--- config.mk ---
export PLATFORM = sky130hd
export DESIGN_NAME = hilo_div_ctrl_flat
export DESIGN_NICKNAME = d
export VERILOG_FILES = /design/src/rtl/hilo_div_ctrl_if.sv /design/src/rtl/hilo_div_ctrl.sv /design/src/flat_wrapper.sv
export SDC_FILE = /design/constraint.sdc
export NUM_CORES = 1
export LEC_CHECK = 0
export ABC_AREA = 1
export CAP_MARGIN = 10
export CORE_MARGIN = 1.5
export CORE_UTILIZATION = 43
export CTS_CLUSTER_DIAMETER = 30
export DETAILED_ROUTE_END_ITERATION = 8
export GPL_ROUTABILITY_DRIVEN = 0
export HOLD_SLACK_MARGIN = 0.08
export PLACE_DENSITY = 0.86
export SLEW_MARGIN = 0
export SYNTH_ARGS = -nofsm -noshare
export SYNTH_HDL_FRONTEND = slang
export SYNTH_SLANG_ARGS = --single-unit
export TNS_END_PERCENT = 30
--- constraint.sdc ---
create_clock -name clk -period 1.62 [get_ports clk]
set_input_delay 0.243 -clock clk [delete_from_list [all_inputs] [get_ports clk]]
set_output_delay 0.243 -clock clk [all_outputs]
set_load 0.02 [all_outputs]
--- src/rtl/hilo_div_ctrl_if.sv ---
// ----------------------------------------------------------------------------
// hilo_div_ctrl_if
//   Decode-side bus of the HI/LO divide sequencer: op request handshake
//   (op_valid/op_ready with op_code, op_a, op_b) and the MFHI/MFLO read path
//   (rd_req/rd_sel in, rd_data/stall out).
//   modport master : decode stage (drives ops and read requests)
//   modport slave  : hilo_div_ctrl
// ----------------------------------------------------------------------------
`timescale 1ns/1ps
interface hilo_div_ctrl_if #(
    parameter int W = 32
);
    logic         op_valid;
    logic         op_ready;
    logic [1:0]   op_code;    // 0=DIV 1=DIVU 2=MTHI 3=MTLO
    logic [W-1:0] op_a;
    logic [W-1:0] op_b;
    logic         rd_req;
    logic         rd_sel;     // 0=LO 1=HI
    logic [W-1:0] rd_data;
    logic         stall;

    modport master (
        output op_valid, op_code, op_a, op_b, rd_req, rd_sel,
        input  op_ready, rd_data, stall
    );

    modport slave (
        input  op_valid, op_code, op_a, op_b, rd_req, rd_sel,
        output op_ready, rd_data, stall
    );
endinterface

--- src/rtl/hilo_div_ctrl.sv ---
// ----------------------------------------------------------------------------
// hilo_div_ctrl
//   Sequencer and owner of the MIPS HI/LO registers for a multi-cycle
//   iterative divider. Accepts DIV/DIVU/MTHI/MTLO from decode, launches the
//   divider, writes quotient to LO and remainder to HI, and stalls MFHI/MFLO
//   reads while a divide is in flight.
//
// Ports
//   clk          clock, rising edge
//   rst          asynchronous reset, active-low
//   bus          hilo_div_ctrl_if.slave: op handshake + read path
//   hi, lo       architectural HI/LO
//   div_a/div_b  divider operands, stable from accept until completion
//   div_signed   1 for DIV
//   div_start    one-cycle launch pulse (also resets the divider)
//   div_done     divider completion, div_q/div_r its results
//   timeout_err  sticky: divider did not finish within MAX_WAIT cycles
//
// Build option
//   HILO_DIV_FASTPATH_EN : DIVU with op_a<op_b, or any divide by 1, completes
//   at the accept edge without launching the divider.
// ----------------------------------------------------------------------------
`timescale 1ns/1ps
module hilo_div_ctrl #(
    parameter int W        = 32,
    parameter int MAX_WAIT = 40
) (
    input  logic          clk,
    input  logic          rst,
    hilo_div_ctrl_if.slave bus,
    output logic [W-1:0]  hi,
    output logic [W-1:0]  lo,
    output logic [W-1:0]  div_a,
    output logic [W-1:0]  div_b,
    output logic          div_signed,
    output logic          div_start,
    input  logic          div_done,
    input  logic [W-1:0]  div_q,
    input  logic [W-1:0]  div_r,
    output logic          timeout_err
);
    localparam int CNT_W = (MAX_WAIT > 1) ? $clog2(MAX_WAIT) : 1;
    localparam logic [CNT_W-1:0] CNT_LAST = CNT_W'(MAX_WAIT - 1);

    localparam logic [1:0] OP_DIV  = 2'd0;
    localparam logic [1:0] OP_DIVU = 2'd1;
    localparam logic [1:0] OP_MTHI = 2'd2;
    localparam logic [1:0] OP_MTLO = 2'd3;

    typedef enum logic [1:0] {IDLE, LAUNCH, WAIT} state_t;

    state_t            state_q, state_d;
    logic [CNT_W-1:0]  wait_cnt;
    logic              busy, accept, is_div, b_zero;
    logic              fast_hit;
    logic [W-1:0]      fast_lo, fast_hi;

    assign busy         = (state_q != IDLE);
    assign bus.op_ready = !busy;
    assign accept       = bus.op_valid && !busy;
    assign is_div       = (bus.op_code == OP_DIV) || (bus.op_code == OP_DIVU);
    assign b_zero       = (bus.op_b == '0);
    assign bus.stall    = bus.rd_req && busy;
    // Read data is always the current register; the consumer honours stall.
    assign bus.rd_data  = bus.rd_sel ? hi : lo;

`ifdef HILO_DIV_FASTPATH_EN
    // Trivial divides resolved without the divider. Divide-by-zero takes
    // priority and is handled separately, so op_b is nonzero here.
    always_comb begin
        fast_hit = 1'b0;
        fast_lo  = '0;
        fast_hi  = '0;
        if (is_div && !b_zero) begin
            if (bus.op_b == W'(1)) begin
                fast_hit = 1'b1;
                fast_lo  = bus.op_a;
            end else if (bus.op_code == OP_DIVU && bus.op_a < bus.op_b) begin
                fast_hit = 1'b1;
                fast_hi  = bus.op_a;
            end
        end
    end
`else
    assign fast_hit = 1'b0;
    assign fast_lo  = '0;
    assign fast_hi  = '0;
`endif

    always_ff @(posedge clk or negedge rst) begin
        if (!rst) state_q <= IDLE;
        else      state_q <= state_d;
    end

    always_comb begin
        state_d   = state_q;
        div_start = 1'b0;
        unique case (state_q)
            IDLE: begin
                if (accept && is_div && !b_zero && !fast_hit) state_d = LAUNCH;
            end
            LAUNCH: begin
                div_start = 1'b1;
                state_d   = WAIT;
            end
            WAIT: begin
                if (div_done || wait_cnt == CNT_LAST) state_d = IDLE;
            end
            default: state_d = IDLE;
        endcase
    end

    always_ff @(posedge clk or negedge rst) begin
        if (!rst) begin
            hi          <= '0;
            lo          <= '0;
            div_a       <= '0;
            div_b       <= '0;
            div_signed  <= 1'b0;
            timeout_err <= 1'b0;
            wait_cnt    <= '0;
        end else begin
            unique case (state_q)
                IDLE: begin
                    if (accept) begin
                        unique case (bus.op_code)
                            OP_MTHI: hi <= bus.op_a;
                            OP_MTLO: lo <= bus.op_a;
                            default: begin
                                if (b_zero) begin
                                    lo <= '1;
                                    hi <= bus.op_a;
                                end else if (fast_hit) begin
                                    lo <= fast_lo;
                                    hi <= fast_hi;
                                end else begin
                                    div_a      <= bus.op_a;
                                    div_b      <= bus.op_b;
                                    div_signed <= (bus.op_code == OP_DIV);
                                end
                            end
                        endcase
                    end
                end
                // div_done is deliberately not looked at while launching.
                LAUNCH: wait_cnt <= '0;
                WAIT: begin
                    if (div_done) begin
                        lo <= div_q;
                        hi <= div_r;
                    end else if (wait_cnt == CNT_LAST) begin
                        timeout_err <= 1'b1;
                    end else begin
                        wait_cnt <= wait_cnt + 1'b1;
                    end
                end
                default: ;
            endcase
        end
    end
endmodule

--- src/flat_wrapper.sv ---
// flat-port wrapper written by rule: the top's interface ports become plain ports
module hilo_div_ctrl_flat 
#(
    parameter int W        = 32,
    parameter int MAX_WAIT = 40
)
  (clk, rst, hi, lo, div_a, div_b, div_signed, div_start, div_done, div_q, div_r, timeout_err, bus_op_valid, bus_op_code, bus_op_a, bus_op_b, bus_rd_req, bus_rd_sel, bus_op_ready, bus_rd_data, bus_stall);
  hilo_div_ctrl_if #(.W(W)) bus_i ();
  input  logic clk;
  input  logic rst;
  output logic [W-1:0] hi;
  output logic [W-1:0] lo;
  output logic [W-1:0] div_a;
  output logic [W-1:0] div_b;
  output logic div_signed;
  output logic div_start;
  input  logic div_done;
  input  logic [W-1:0] div_q;
  input  logic [W-1:0] div_r;
  output logic timeout_err;
  input wire logic [$bits(bus_i.op_valid)-1:0] bus_op_valid;
  input wire logic [$bits(bus_i.op_code)-1:0] bus_op_code;
  input wire logic [$bits(bus_i.op_a)-1:0] bus_op_a;
  input wire logic [$bits(bus_i.op_b)-1:0] bus_op_b;
  input wire logic [$bits(bus_i.rd_req)-1:0] bus_rd_req;
  input wire logic [$bits(bus_i.rd_sel)-1:0] bus_rd_sel;
  output wire logic [$bits(bus_i.op_ready)-1:0] bus_op_ready;
  output wire logic [$bits(bus_i.rd_data)-1:0] bus_rd_data;
  output wire logic [$bits(bus_i.stall)-1:0] bus_stall;
  assign bus_i.op_valid = bus_op_valid;
  assign bus_i.op_code = bus_op_code;
  assign bus_i.op_a = bus_op_a;
  assign bus_i.op_b = bus_op_b;
  assign bus_i.rd_req = bus_rd_req;
  assign bus_i.rd_sel = bus_rd_sel;
  assign bus_op_ready = bus_i.op_ready;
  assign bus_rd_data = bus_i.rd_data;
  assign bus_stall = bus_i.stall;
  hilo_div_ctrl #(.W(W), .MAX_WAIT(MAX_WAIT)) u_core (.clk(clk), .rst(rst), .bus(bus_i), .hi(hi), .lo(lo), .div_a(div_a), .div_b(div_b), .div_signed(div_signed), .div_start(div_start), .div_done(div_done), .div_q(div_q), .div_r(div_r), .timeout_err(timeout_err));
endmodule
* After elaboration in Yosys (flattened, before gate mapping)
Index checks and enable logic that the tools add are counted.
** Cells by class
- Bitwise gates (word level) :: 3
- Equality and inequality tests :: 16
- $add $sub $neg :: 1
- Mux-type cells :: 18
- Reductions and logical operators :: 21
** Operators by type and width (count)
- one-hot mux 32 bit (2 select lines) :: 4
- 2-to-1 mux 32 bit :: 7
- logical NOT 32 bit :: 1
- 2-to-1 mux 6 bit :: 2
- one-hot mux 6 bit (2 select lines) :: 1
- != test 2 bit (second input constant) :: 5
- AND reduction 5 bit :: 2
- adder 6 x 1 -> 6 bit (second input constant) :: 1
- == test 2 bit (second input constant) :: 3
- == test 6 bit (second input constant) :: 1
- != test 2 x 1 -> 1 bit (second input constant) :: 3
- != test 3 x 2 -> 1 bit (second input constant) :: 2
- one-hot mux 2 bit (3 select lines) :: 1
- AND reduction 3 bit :: 2
- nonzero test 2 bit :: 3
- == test 2 x 1 -> 1 bit (second input constant) :: 2
- logical AND 1 bit :: 4
- logical NOT 2 bit :: 2
- 2-to-1 mux 2 bit :: 2
- AND reduction 4 bit :: 1
- NOT 1 bit :: 3
- logical NOT 1 bit :: 2
- logical OR 1 bit :: 2
- AND reduction 2 bit :: 1
- other kinds (2) :: 2
** Word-level totals
- Word-level logic and storage cells :: 67
- Register bits after elaboration :: 138
- Output and inout port bits :: 165
- Input port bits :: 136

* Longest topological paths before layout
Gate-level depths: netlist (run 1).
- Word-level depth :: 7
- Gate-level depth with buffers :: 11
- Gate-level depth less buffers :: 11

* Least setup slack after synthesis (run 1)
OpenSTA, ideal clock, no wires.
- Path kind :: reg2reg
- Start :: register u_core.state_q[0]
- End :: register u_core.wait_cnt[5]
- Buffers on the path :: 0
- Setup time :: 0.117 ns
- Setup slack :: 0.119 ns
- Cell stages (with the launch flop) :: 10
- Data arrival time :: 1.385 ns
- Cell sequence :: dfrtp_1 inv_1 nor2_1 inv_1 nand2_2 nand2_1 nor2_1 nand2_1 nand2_1 nor2_1
** Between the ends
- Longest elaborated chain between the ends :: 3
** Ends and longest elaborated chain
- from (decl) :: line hilo_div_ctrl.sv:52 : state_t state_q, state_d;
- from (signal assigned) :: line hilo_div_ctrl.sv:92 : else state_q <= state_d;
- == test 2 bit / == test 2 x 1 -> 1 bit (equally long branches) :: line hilo_div_ctrl.sv:123 : unique case (state_q)
- != test 2 bit (no line) / nonzero test 2 bit (equally long branches)
- AND reduction 3 bit (no line)
- to (signal assigned) :: line hilo_div_ctrl.sv:154 : wait_cnt <= wait_cnt + 1'b1;
- to (decl) :: line hilo_div_ctrl.sv:53 : logic [CNT_W-1:0] wait_cnt;
Parallel ways exist; a longest one is shown, timed or not.
A chain may end at the register's enable or synchronous reset.

* Final worst setup path (run 1)
- Start :: input port bus_op_code[1]
- End :: register u_core.hi[27]
** Between the ends
- Longest elaborated chain between the ends :: 4
** Ends and longest elaborated chain
- from (decl) :: line flat_wrapper.sv:22 : input wire logic [$bits(bus_i.op_code)-1:0] bus_op_code;
- == test 2 bit :: line hilo_div_ctrl.sv:126 : unique case (bus.op_code)
- one-hot mux 32 bit (2 select lines) :: line hilo_div_ctrl.sv:126
- 2-to-1 mux 32 bit :: line hilo_div_ctrl.sv:125 : if (accept) begin
- one-hot mux 32 bit (2 select lines) :: line hilo_div_ctrl.sv:123
- to (signal assigned) :: line hilo_div_ctrl.sv:127 : OP_MTHI: hi <= bus.op_a;
- to (signal assigned) :: line hilo_div_ctrl.sv:132 : hi <= bus.op_a;
- to (signal assigned) :: line hilo_div_ctrl.sv:135 : hi <= fast_hi;
- to (decl) :: line hilo_div_ctrl.sv:31 : output logic [W-1:0] hi,
Parallel ways exist; a longest one is shown, timed or not. The select of a mux whose other input is x is not followed.

==> reports/metrics.csv, run 1 <==
stage,metric,value,unit
status,status,"finished, violations left",
status,failing checks,negative setup slack,
die,row cnt,46,
die,Core Area,0.0158,mm²
route,Vias/cell,5.22,
yosys,Yosys cell types,28,
sta,crit path time final,1690,ps
grt,initial antenna violation count,1,
power_and_ir_drop,PD cells,1530,mW/mm²
worst_setup_path,Slowest cell on crit path,clkdlybuf4s50_1,
sta,unrepaired setup endpoints after global routing,yes,
worst_setup_path,crit path cell chain,clkdlybuf4s50_1 > inv_1 > nor2_1 > nor3_1 > o21ai_0 > nand3_2 > buf_4 > nand2_1 > nand2_1,
worst_setup_path,worst reg2reg path endpoint,u_core.hi[27],
sta,Max Transition Viols Final,0,
route,drt total wl,27100,µm
worst_hold_path,hold path start,bus_op_b[19],
worst_setup_path,Critical R2R Launch,u_core.state_q[1],
final_layout,Area Growth Syn to Fin,65.3,%
route,DR pass1 iterations,5,
worst_setup_path,critical path launch point type,input port,
sta,crit share post-route,105,%
final_layout,share of cells above drive strength 1,18.8,%
die,full die area,0.0169,mm²
die,Starting Density,43.7,%
clocking,CTS tree,done,
sta,max frequency,590,MHz
yosys,Synth top area share,49.9,%
die,Top Ports,301,
placement,port bufs,300,
worst_hold_path,Hold Path Sink,u_core.div_b[19],
sta,Fin Hold WS,72.3,ps
worst_setup_path,R2R setup slack,-70,ps
sta,worst slew pin tran,387,ps
yosys,sequential share of the synthesized area,49.9,%
yosys,Ys Warns,0,
yosys,"FF+latch count, synth",138,
yosys,synth top area cells,"dfrtp_1 50%, nand2_1 19%, nand3_1 4.9%",
yosys,mean post-synth cell area,8.26,µm²
yosys,"Cell Area, Synth",0.00692,mm²
grt,GRT Total Usage,28.0,%
placement,DP HPWL,16600,µm
die,die width,130,µm
clocking,clock tree buffer depth,2,
worst_hold_path,Hold Path Cell Cnt,3,
route,initial detailed-routing violation count,449,
clocking,H-tree depth,4,
clocking,clock-pin slew on the worst setup and hold paths,60,ps
route,vias,7459,
grt,total congestion overflow,0,
worst_setup_path,critical path's most frequent cell,nand2_1,
grt,vias in the first global route,6980,
grt,largest net degree at the start of global routing,56,
power_and_ir_drop,Max IR drop VDD,0.769,mV
final_layout,"most common cell after layout, fill and taps aside",nand2_1,
sta,Clock Skew,12.3,ps
power_and_ir_drop,PnR Total Power,17500,µW
route,wire per inst,19.0,µm
worst_setup_path,worst path arrival time,2050,ps
sta,Hold Fails Final Rpt,0,
final_layout,NumNets Final,1335,
final_layout,"commonest non-fill, non-tap cells in the layout","338 x nand2_1, 136 x dfrtp_1, 128 x dlygate4sd2_1",
worst_setup_path,WP data required,1980,ps
yosys,syn nets,975,
yosys,synthesized instance count,838,
yosys,largest area contributor in the netlist,dfrtp_1,
clocking,clock tree sinks,138,
route,Antenna Nets Post-Route,0,
grt,first-pass GRT wire length,35900,µm
sta,Setup WS post-layout,-74.8,ps
clocking,Skew-Pair Late Insertion Delay,420,ps
clocking,CTS root buf,clkbuf_16,
flow_run,Max-cap violations,0,
route,DRC Markers,0,
sta,Slew HR,74.0,%
worst_setup_path,CP Capture Type,flip-flop,
worst_setup_path,CP max FO,15,
worst_setup_path,slowest cell delay on critical path,510,ps
power_and_ir_drop,leakage power,0.00606,µW
worst_setup_path,Worst Reg2Reg Path Length in Cells,6,
sta,Final setup viols,55,
die,Die Y,130,µm
clocking,CTS Buf Count,17,
worst_hold_path,Hold WC Path Type,input port to flip-flop,
worst_setup_path,critical path class,input port to flip-flop,
layer usage:
metal | GRT usage (%) | vias to the layer above | routed length, µm
met1 | 32.9 | 3586 | 10200
met3 | 7.59 | 80 | 2180
li1 | - | 3396 | -
met2 | 48.2 | 397 | 13500
met4 | 12.5 | 0 | 1130
met5 | 0 | - | 0
cell usage after synthesis, drive strengths merged:
| cell type | number |
|---|---|
| buf | 49 |
| a21oi | 25 |
| nand4 | 1 |
| nand3 | 70 |
| a32o | 1 |
| inv | 37 |
| nand2 | 351 |
| ha | 1 |
| o21bai | 1 |
| a31oi | 1 |
| nor3 | 1 |
| o21ai | 63 |
| dfrtp | 138 |
| mux2 | 32 |
| clkbuf | 1 |
| nor2 | 66 |
flip-flops by register name (all words and copies together) (netlist names):
name	count
u_core.div_signed	1
u_core.state_q	2
u_core.hi	32
u_core.div_b	32
u_core.timeout_err	1
u_core.div_a	32
u_core.wait_cnt	6
u_core.lo	32
logic make-up (layout without fill, tap and decap cells):
family	Yosys count	in the layout	share of synthesized area (%)
multiplexers	32	32	5.21
other	0	1	0
AND/OR/NAND/NOR	489	489	28.5
AO/OA/AOI/OAI	91	91	8.06
adder cells (fa/ha/maj)	1	1	0.181
buffers and inverters	87	460	8.15
flip-flops	138	138	49.9
final cells by class:
type                            instances  area (µm²)
Timing Repair Buffer                  391        3930
Sequential cell                       138        3460
Clock buffer                           21         470
Antenna cell                            1        2.50
Multi-Input combinational cell        613        3020
Inverter                               37         148
Fill cell                            1164        4390
Tap cell                              216         270
Clock inverter                         11         143
how the worst max path moves through the flow:
stage	startpoint	to	slack, ps	depth (start not counted)
after detailed placement	bus_op_b[5]	u_core.hi[20]	-390	10
after global placement	bus_op_b[4]	u_core.hi[22]	-370	10
after floorplan	u_core.state_q[0]	u_core.wait_cnt[5]	120	9
final	bus_op_code[1]	u_core.hi[27]	-70	9
after global routing	bus_op_code[1]	u_core.hi[7]	-160	9
after CTS	u_core.state_q[0]	div_start	-4	3
metrics by stage:
| step | setup slack [ps] | setup TNS (ps) | instance area, µm² | utilization (%) | std cells |
|---|---|---|---|---|---|
| 4_1_cts | -4.23 | -4.23 | 10800 | 68.3 | 1393 |
| 6_report | -74.8 | -2240 | 11400 | 72.3 | 1428 |
| 5_1_grt | -162 | -8830 | 11400 | 72.3 | 1428 |
| 3_3_place_gp | -373 | -43260 | 10400 | 65.5 | 1359 |
| 2_1_floorplan | 119 | 0 | 6920 | - | 838 |
| 3_5_place_dp | -392 | -45460 | 10400 | 65.5 | 1359 |
power breakdown:
group	total, µW	switching (µW)	internal (µW)
Combinational	8010	4680	3330
Sequential	5410	789	4620
Clock	4060	1520	2540
timing repair:
item	in CTS	in global routing
pin swaps	1	34
hold buffers	1	7
gates cloned	0	13
buffers inserted	1	16
resized for setup	248	97
setup endpoints to repair	206	134
hold endpoints to repair	67	7
worst max-delay path, delay by kind of cell:
family          cells  cell delay, ps
buf+inv             3             880
simple gates        5             680
compound gates      1             230
(Power assumes the default switching activity.)
==> run 2: changes to the inputs <==
- CTS_CLUSTER_SIZE: unset -> 12
==> results of run 2 <==
Same layout as run 1: the final DEF is identical, and so are final timing and power.
